[src/rtl/mult_pkg.sv]
// Shared types and default widths for the multiplier / product accumulator datapath.
package mult_pkg;

  localparam int unsigned PROD_W = 8;
  localparam int unsigned ACC_W  = 16;

  typedef enum logic {
    ACCUM = 1'b0,
    HOLD  = 1'b1
  } state_e;

endpackage

[src/rtl/product_accumulator_sat_add.sv]
// Combinational ACC_W adder with carry out; clamps to all-ones when
// PRODUCT_ACCUMULATOR_SAT_EN is defined, otherwise wraps.
module sat_add #(
  parameter int unsigned ACC_W = 16
) (
  input  logic [ACC_W-1:0] a,
  input  logic [ACC_W-1:0] b,
  output logic [ACC_W-1:0] sum,
  output logic             carry
);

  logic [ACC_W:0] raw;

  always_comb begin
    raw   = {1'b0, a} + {1'b0, b};
    carry = raw[ACC_W];
`ifdef PRODUCT_ACCUMULATOR_SAT_EN
    sum   = raw[ACC_W] ? {ACC_W{1'b1}} : raw[ACC_W-1:0];
`else
    sum   = raw[ACC_W-1:0];
`endif
  end

endmodule

[src/rtl/product_accumulator.sv]
// Sums COUNT consecutive products into one block result held on a valid/ready output.
// Optional saturating arithmetic via PRODUCT_ACCUMULATOR_SAT_EN (see sat_add).
module product_accumulator #(
  parameter int unsigned PROD_W = mult_pkg::PROD_W,
  parameter int unsigned ACC_W  = mult_pkg::ACC_W,
  parameter int unsigned COUNT  = 4
) (
  input  logic              clk,
  input  logic              rst,
  input  logic              flush,
  input  logic              in_valid,
  output logic              in_ready,
  input  logic [PROD_W-1:0] in_prod,
  output logic              out_valid,
  input  logic              out_ready,
  output logic [ACC_W-1:0]  out_sum,
  output logic              out_ovf
);

  import mult_pkg::*;

  localparam int unsigned CntW = $clog2(COUNT + 1);
  localparam logic [CntW-1:0] LastCnt = CntW'(COUNT - 1);

  state_e          state_q, state_d;
  logic [ACC_W-1:0] acc_q, acc_d;
  logic [CntW-1:0]  cnt_q, cnt_d;
  logic             ovf_q, ovf_d;

  logic [ACC_W-1:0] add_sum;
  logic             add_carry;
  logic             accept;
  logic             last;

  sat_add #(
    .ACC_W(ACC_W)
  ) u_sat_add (
    .a    (acc_q),
    .b    (ACC_W'(in_prod)),
    .sum  (add_sum),
    .carry(add_carry)
  );

  assign accept = in_valid && (state_q == ACCUM);
  assign last   = (cnt_q == LastCnt);

  always_ff @(posedge clk) begin
    if (rst) begin
      state_q <= ACCUM;
      acc_q   <= '0;
      cnt_q   <= '0;
      ovf_q   <= 1'b0;
    end else begin
      state_q <= state_d;
      acc_q   <= acc_d;
      cnt_q   <= cnt_d;
      ovf_q   <= ovf_d;
    end
  end

  always_comb begin
    state_d = state_q;
    if (flush) begin
      state_d = ACCUM;
    end else begin
      unique case (state_q)
        ACCUM:   if (accept && last) state_d = HOLD;
        HOLD:    if (out_ready) state_d = ACCUM;
        default: state_d = ACCUM;
      endcase
    end
  end

  // Flush and result handshake both start a fresh block; a product offered with flush is dropped.
  always_comb begin
    acc_d = acc_q;
    cnt_d = cnt_q;
    ovf_d = ovf_q;
    if (flush || (state_q == HOLD && out_ready)) begin
      acc_d = '0;
      cnt_d = '0;
      ovf_d = 1'b0;
    end else if (accept) begin
      acc_d = add_sum;
      cnt_d = cnt_q + CntW'(1);
      ovf_d = ovf_q | add_carry;
    end
  end

  always_comb begin
    in_ready  = (state_q == ACCUM);
    out_valid = (state_q == HOLD);
    out_sum   = acc_q;
    out_ovf   = ovf_q;
  end

endmodule

[config.mk]
export PLATFORM = sky130hd
export DESIGN_NAME = product_accumulator
export DESIGN_NICKNAME = d
export VERILOG_FILES = /design/src/rtl/mult_pkg.sv /design/src/rtl/product_accumulator_sat_add.sv /design/src/rtl/product_accumulator.sv
export SDC_FILE = /design/constraint.sdc
export NUM_CORES = 1
export LEC_CHECK = 0
export BUFFER_PORTS_ARGS = -buffer_cell sky130_fd_sc_hd__buf_2
export CAP_MARGIN = 20
export CORE_MARGIN = 10
export CORE_UTILIZATION = 59
export CTS_CLUSTER_DIAMETER = 40
export CTS_CLUSTER_SIZE = 20
export DETAILED_ROUTE_END_ITERATION = 10
export GPL_TIMING_DRIVEN = 0
export PLACE_DENSITY = 0.95
export SKIP_CTS_REPAIR_TIMING = 1
export SLEW_MARGIN = 20
export SYNTH_ARGS = -nofsm -noshare
export SYNTH_HDL_FRONTEND = slang
export SYNTH_HIERARCHICAL = 1
export SYNTH_SLANG_ARGS = --single-unit
[constraint.sdc]
create_clock -name clk -period 3.71 [get_ports clk]
set_input_delay 0.5565 -clock clk [delete_from_list [all_inputs] [get_ports clk]]
set_output_delay 0.5565 -clock clk [all_outputs]
set_load 0.05 [all_outputs]
==> summary.md, run 1 <==
| Metric | Value |
|---|---|
| Clk_lat worst skew | `about 0.30 ns` |
| Die footprint | `between 0.005 and 0.006 mm²` |
| Maximum VDD drop | `0.292 mV` |
| Vias/cell | `between 5 and 6` |
| Synth cell types | `44` |
| Largest net degree at the start of global routing | `13` |
| Reg2Reg Setup Slack | `roughly 1.3 ns` |
| Instance count on the critical path | `8` |
| Crit path to | `out_sum[14]` |
| CP startpoint kind | `register` |
| Slowest stage delay, CP | `~0.43 ns` |
| Register area | `420 µm²` |
| Worst slew pin tran | `a little over 0.5 ns` |
| Final ANT Viol Nets | `0` |
| Worst Reg-to-Reg Cells | `8` |
| Fillers | `232` |
| DIE HEIGHT | `roughly 73 µm` |
| Post-synth EDFFs | `0` |
| Core area | `roughly 0.0027 mm²` |
| RSZ-0062 raised after global routing | `false` |
| Number of global-route vias before repair | `approximately 1.6k` |
| Critical path buffers and inverters | `0` |
| Cell area after placement | `approximately 0.0019 mm²` |
| Sequential share of the synthesized area | `25.5%` |
| Dpl ws | `around 1.1 ns` |
| Layout cells sized above 1 | `between 20 and 25%` |
| Fin crit share | `64.4%` |
| RR Endpoint | `out_sum[14]` |
| Cell taking the most area after synthesis | `dfxtp_1` |
| Asr flop ratio synth | `0%` |
| Leakage power | `0.967 nW` |
| Worst hold path class | `register to register` |
| Critical Path RT | `between 3 and 4 ns` |
| Row count | `19` |
| Root buf cell | `clkbuf_4` |
| Top post-synthesis cells by count | `nand2_1, a21oi_1, dfxtp_1, ha_1` |
| Critical Path Start | `out_sum[0]` |
| HPWL Detailed | `3000 µm` |
| Iteration-0 DRC count of the detailed router | `roughly 120` |
| Clock slew at reported path FFs | `between 0.1 and 0.15 ns` |
| Multi-input gate area | `around 0.0011 mm²` |
| Max clock buf depth | `2` |
| CTS Buf Count | `3` |
| Area Overhead vs Synth | `15.0%` |
| Min Tclk post-route | `around 2.4 ns` |
| Routability congestion estimate | `0.900` |
| Via count | `approximately 1.6k` |
| Crit-path cells | `ha_1 > fa_1 > a21o_1 > a221oi_2 > o21ai_2 > o311ai_1 > nand2_1 > a21oi_1` |
| Worst setup EP type | `register` |
| Area of the mapped netlist | `between 0.0015 and 0.002 mm²` |
| First-pass GRT wire length | `approximately 6500 µm` |
| Design area | `0.00190 mm²` |
| Final Util | `a little over two thirds` |
| Family with the most delay on the worst path | `compound AO/OA/AOI/OAI gates` |
| Drt wl/cell | `13.8 µm` |
| Crit path kind | `register to register` |
| Number of max-cap violations | `0` |
| Total power | `between 0.5 and 0.6 mW` |
| Syn Area/Cell | `between 8 and 9 µm²` |
| Htree depth | `1` |
| Starting Density | `between 60% and 70%` |
| Worst r2r src | `out_sum[0]` |
| IO Count | `32` |
| Pwr dens | `about 290 mW/mm²` |
| Nets | `around 280` |
| Run status | `finished clean` |
| DRC Markers | `0` |
| GR Util All Layers | `14.5%` |
| Synth area leaders | `dfxtp_1, ha_1, nand2_1` |
| Achievable Freq | `between 400 and 500 MHz` |
| Post-Syn Instances | `204` |
| Hold path start | `out_sum[8]` |
| Top_reg_cell synth | `dfxtp_1` |
| Final WS setup | `about 1.3 ns` |
| Wirelength, routed | `3810 µm` |
| Post-route setup TNS | `0 ns` |
| Count leader, synth | `nand2_1` |
| Maximum fanout along the worst path | `3` |
| Pre-antenna DRT Iters | `4` |
| Rel. slew slack | `64.9%` |
| Die Wd | `roughly 73 µm` |
| Total gr overflow | `0` |
| Final hold viol count | `0` |
| Clock Skews | `between 0.003 and 0.004 ns` |
| Final slew viol count | `0` |
| Yosys warning total | `6` |
| Share of the synthesized area in the top cell type | `between 20 and 30%` |
| I/O Buffers | `31` |
| TritonCTS clock tree | `built` |
| Final setup viols | `0` |
| Diode count | `0` |
| Initial antenna violation count | `0` |
| WP data arrival | `2.64 ns` |
| Clk sinks | `21` |
| Crit path max-delay cell type | `a221oi_2` |
| Flops & latches, synth | `21` |
==> sequential cells by signal, summed over array words and instances, names as in the netlist <==
name / cells
out_ovf: 1
out_sum: 16
out_valid: 1
cnt_q: 3
==> worst register-to-register path: stages, from the launching register on <==
cell      delay, ns
dfxtp_1        0.34
ha_1           0.24
fa_1           0.41
a21o_1         0.23
a221oi_2       0.43
o21ai_2        0.16
o311ai_1       0.31
nand2_1        0.10
a21oi_1        0.12
==> layout make-up <==
type	instances	share of cell area [%]
Buffer	14	5.21
Tap cell	31	2.05
Sequential cell	21	22.2
Timing Repair Buffer	31	8.18
Clock buffer	3	1.19
Multi-Input combinational cell	170	59.7
Inverter	6	1.19
Clock inverter	1	0.264
==> cells in the final DEF, fill, tap and decap left out, types with 4 or more instances in the layout <==
master / count
xor2_1: 4
dfxtp_1: 21
xnor2_1: 7
inv_1: 6
conb_1: 8
a21oi_1: 24
a211oi_1: 5
ha_1: 18
and3_1: 4
nand2_1: 38
o21ai_0: 4
buf_2: 40
nor2_1: 7
a21o_1: 9
==> per-stage QoR <==
stage | cells | hold slack [ns]
floorplan | 211 | 0.440
global placement | 273 | 0.447
detailed placement | 273 | 0.461
CTS | 277 | 0.482
global route | 277 | 0.498
finish | 277 | 0.480
==> power by group <==
group	internal (mW)	total (mW)	switching (mW)
Clock	0.0402	0.111	0.0704
Combinational	0.0723	0.190	0.118
Sequential	0.234	0.241	0.00673
Total	0.347	0.542	0.195
==> routing by layer <==
| metal | global-route usage (%) | part of all wire [%] | vias up |
|---|---|---|---|
| met4 | 4.64 | 1.3 | 0 |
| li1 | - | - | 810 |
| met1 | 15.6 | 41 | 754 |
| met3 | 3.81 | 5.2 | 7 |
| met5 | 0 | 0 | - |
| met2 | 26.5 | 52 | 40 |
==> worst min path at each step <==
stage,end,slack [ns],cells past startpoint
detailed placement,out_ovf,0.46,2
finish,out_sum[8],0.48,2
floorplan,cnt_q[1],0.44,2
global route,out_sum[8],0.50,2
CTS,out_sum[8],0.48,2
global placement,out_ovf,0.45,2
==> kinds of logic after synthesis <==
kind of cell / after synthesis / synth area share [%]
and+or+nand+nor: 67 / 18.5
AOI/OAI and AO/OA: 65 / 27.7
DFF: 21 / 25.5
buffers and inverters: 20 / 7.36
adders and majority gates: 19 / 14.9
xor gates and xnor gates: 11 / 5.85
other: 1 / 0.228
No activity file was read; power rests on OpenSTA's default activity.
==> inputs of run 2 (changes only) <==
ABC_AREA = 1   (was unset)
CORE_UTILIZATION = 51   (was 59)
PLACE_DENSITY = 0.88   (was 0.95)
clock period = 2.15 ns   (was 3.71 ns; I/O delays follow)
==> run 2 against run 1 <==
Net effect:
- critical path depth grew 3
- flip-flop and latch count unchanged
- utilization fell by 7.6 points
- critical path type unchanged
- cell count increased by 35%
==> summary.md, run 2 <==
| Metric | Value |
|---|---|
| Row count | `21` |
| Via count | `about 1.8k` |
| WP data arrival | `2.09 ns` |
| Initial antenna violation count | `0` |
| HPWL Detailed | `3360 µm` |
| Yosys warning total | `6` |
| Pre-antenna DRT Iters | `4` |
| Cell taking the most area after synthesis | `dfxtp_1` |
| Post-route setup TNS | `0 ns` |
| Routability congestion estimate | `~0.94` |
| Pwr dens | `469 mW/mm²` |
| Run status | `finished clean` |
| Total gr overflow | `0` |
| Post-synth EDFFs | `0` |
| Fillers | `around 320` |
| CP startpoint kind | `register` |
| Largest net degree at the start of global routing | `14` |
| Commonest cells after routing, fill and taps aside | `nand2_1, inv_1, buf_2` |
| Min Tclk post-route | `~1.9 ns` |
| Clk_lat worst skew | `about 0.27 ns` |
| Maximum fanout along the worst path | `3` |
| Starting Density | `between 50 and 60%` |
| Count leader, synth | `nand2_1` |
| Root buf cell | `clkbuf_8` |
| Design area | `~0.0021 mm²` |
| Clock Skews | `0.0115 ns` |
| Asr flop ratio synth | `0%` |
| GR Util All Layers | `between 10% and 20%` |
| Share of the synthesized area in the top cell type | `~23%` |
| Worst hold path class | `input port to register` |
| Nets | `360` |
| Final ANT Viol Nets | `0` |
| Drt wl/cell | `about 11 µm` |
| Sequential share of the synthesized area | `a little under a quarter` |
| IO Count | `32` |
| Vias/cell | `4.90` |
| TritonCTS clock tree | `built` |
| Fin Hold WS | `0.333 ns` |
| Maximum VDD drop | `0.435 mV` |
| Top post-synthesis cells by count | `nand2_1, inv_1, nand3_1, a21oi_1, dfxtp_1` |
| DIE HEIGHT | `80.4 µm` |
| Final slew viol count | `0` |
| Multi-input gate area | `0.00124 mm²` |
| Synth area leaders | `dfxtp_1, nand2_1, ha_1` |
| Iteration-0 DRC count of the detailed router | `about 110` |
| Die footprint | `roughly 0.0065 mm²` |
| Register area | `420 µm²` |
| Max FFs per register | `16` |
| Area Overhead vs Synth | `15.2%` |
| Achievable Freq | `530 MHz` |
| Core area | `between 0.003 and 0.004 mm²` |
| Leakage power | `roughly 1.2 nW` |
| RSZ-0062 raised after global routing | `false` |
| Worst setup EP type | `register` |
| Diode count | `0` |
| Wirelength, routed | `about 4300 µm` |
| Clock slew at reported path FFs | `about 0.090 ns` |
| DRC Markers | `0` |
| CTS Buf Count | `3` |
| Critical Path RT | `2.35 ns` |
| Top_reg_cell synth | `dfxtp_1` |
| Clk sinks | `21` |
| Htree depth | `1` |
| Number of global-route vias before repair | `approximately 1.7k` |
| Die Wd | `about 80 µm` |
| Number of max-cap violations | `0` |
| Crit path kind | `register to register` |
| First-pass GRT wire length | `approximately 7400 µm` |
| Final setup viols | `0` |
| Fin crit share | `between 80% and 90%` |
| I/O Buffers | `30` |
| Final hold viol count | `0` |
| Post-Syn Instances | `~290` |
| Cell area after placement | `between 0.002 and 0.0025 mm²` |
| Max clock buf depth | `2` |
| Most common cell after layout, fill and taps aside | `nand2_1` |
| Flops & latches, synth | `21` |
| Syn Area/Cell | `roughly 6.5 µm²` |
| Area of the mapped netlist | `0.00186 mm²` |
| Layout cells sized above 1 | `between 20 and 25%` |
| Synth cell types | `28` |
[run 2: report_power, final]
| part | internal (mW) | switching, mW | total [mW] |
|---|---|---|---|
| Clock | 0.131 | 0.145 | 0.276 |
| Combinational | 0.110 | 0.205 | 0.316 |
| Sequential | 0.403 | 0.0111 | 0.415 |
| Total | 0.645 | 0.362 | 1.01 |
[run 2: kinds of logic after synthesis]
| family | after synthesis | synth area share (%) |
|---|---|---|
| adders and majority gates | 19 | 13.2 |
| buffers and inverters | 48 | 12.1 |
| other | 1 | 0.201 |
| DFF | 21 | 22.6 |
| AOI/OAI and AO/OA | 28 | 8.46 |
| and+or+nand+nor | 162 | 40.2 |
| xor gates and xnor gates | 7 | 3.29 |
[run 2: final timing paths]
check        startpoint           to  slack (ns)  depth (start not counted)
max          out_sum[0]  out_sum[14]        0.26                         11
min               flush     cnt_q[0]        0.33                          4
max reg2reg  out_sum[0]  out_sum[14]        0.26                         11
min reg2reg     out_ovf      out_ovf        0.46                          2
[run 2: layout make-up]
class | instances | area share [%]
multi-input cells | 224 | 58.0
inverters | 41 | 7.17
clock buffers | 3 | 1.92
repair buffers | 30 | 7.00
clock inverters | 1 | 0.350
well taps | 46 | 2.68
plain buffers | 7 | 3.32
flip-flops and latches | 21 | 19.6
[run 2: worst max-delay path, cell delays in order, from the launching register on]
cell      delay [ns]
dfxtp_1         0.34
ha_1            0.23
fa_1            0.41
nand2_1         0.09
nand2_1         0.07
nand3b_1        0.09
nand2_1         0.10
nand2_1         0.10
nand3_1         0.07
nand2_1         0.09
nand3_1         0.08
a21oi_1         0.16
[run 2: through the flow]
step           utilization, %  setup slack (ns)  instances  power, mW
2_1_floorplan               -             0.228        293      0.671
3_3_place_gp             60.9             0.259        369      0.729
3_5_place_dp             60.9             0.212        369      0.735
4_1_cts                  62.3             0.268        373       1.01
5_1_grt                  62.3            0.0800        373       1.07
6_report                 62.3             0.263        373       1.01
[run 2: metal layers]
metal  up-vias  part of all wire (%)  track usage (%)
met5         -                     0                0
met4         0                  0.45             3.17
met3         2                   5.6             3.90
met2        39                    47             23.0
met1       807                    47             17.2
li1        981                     -                -
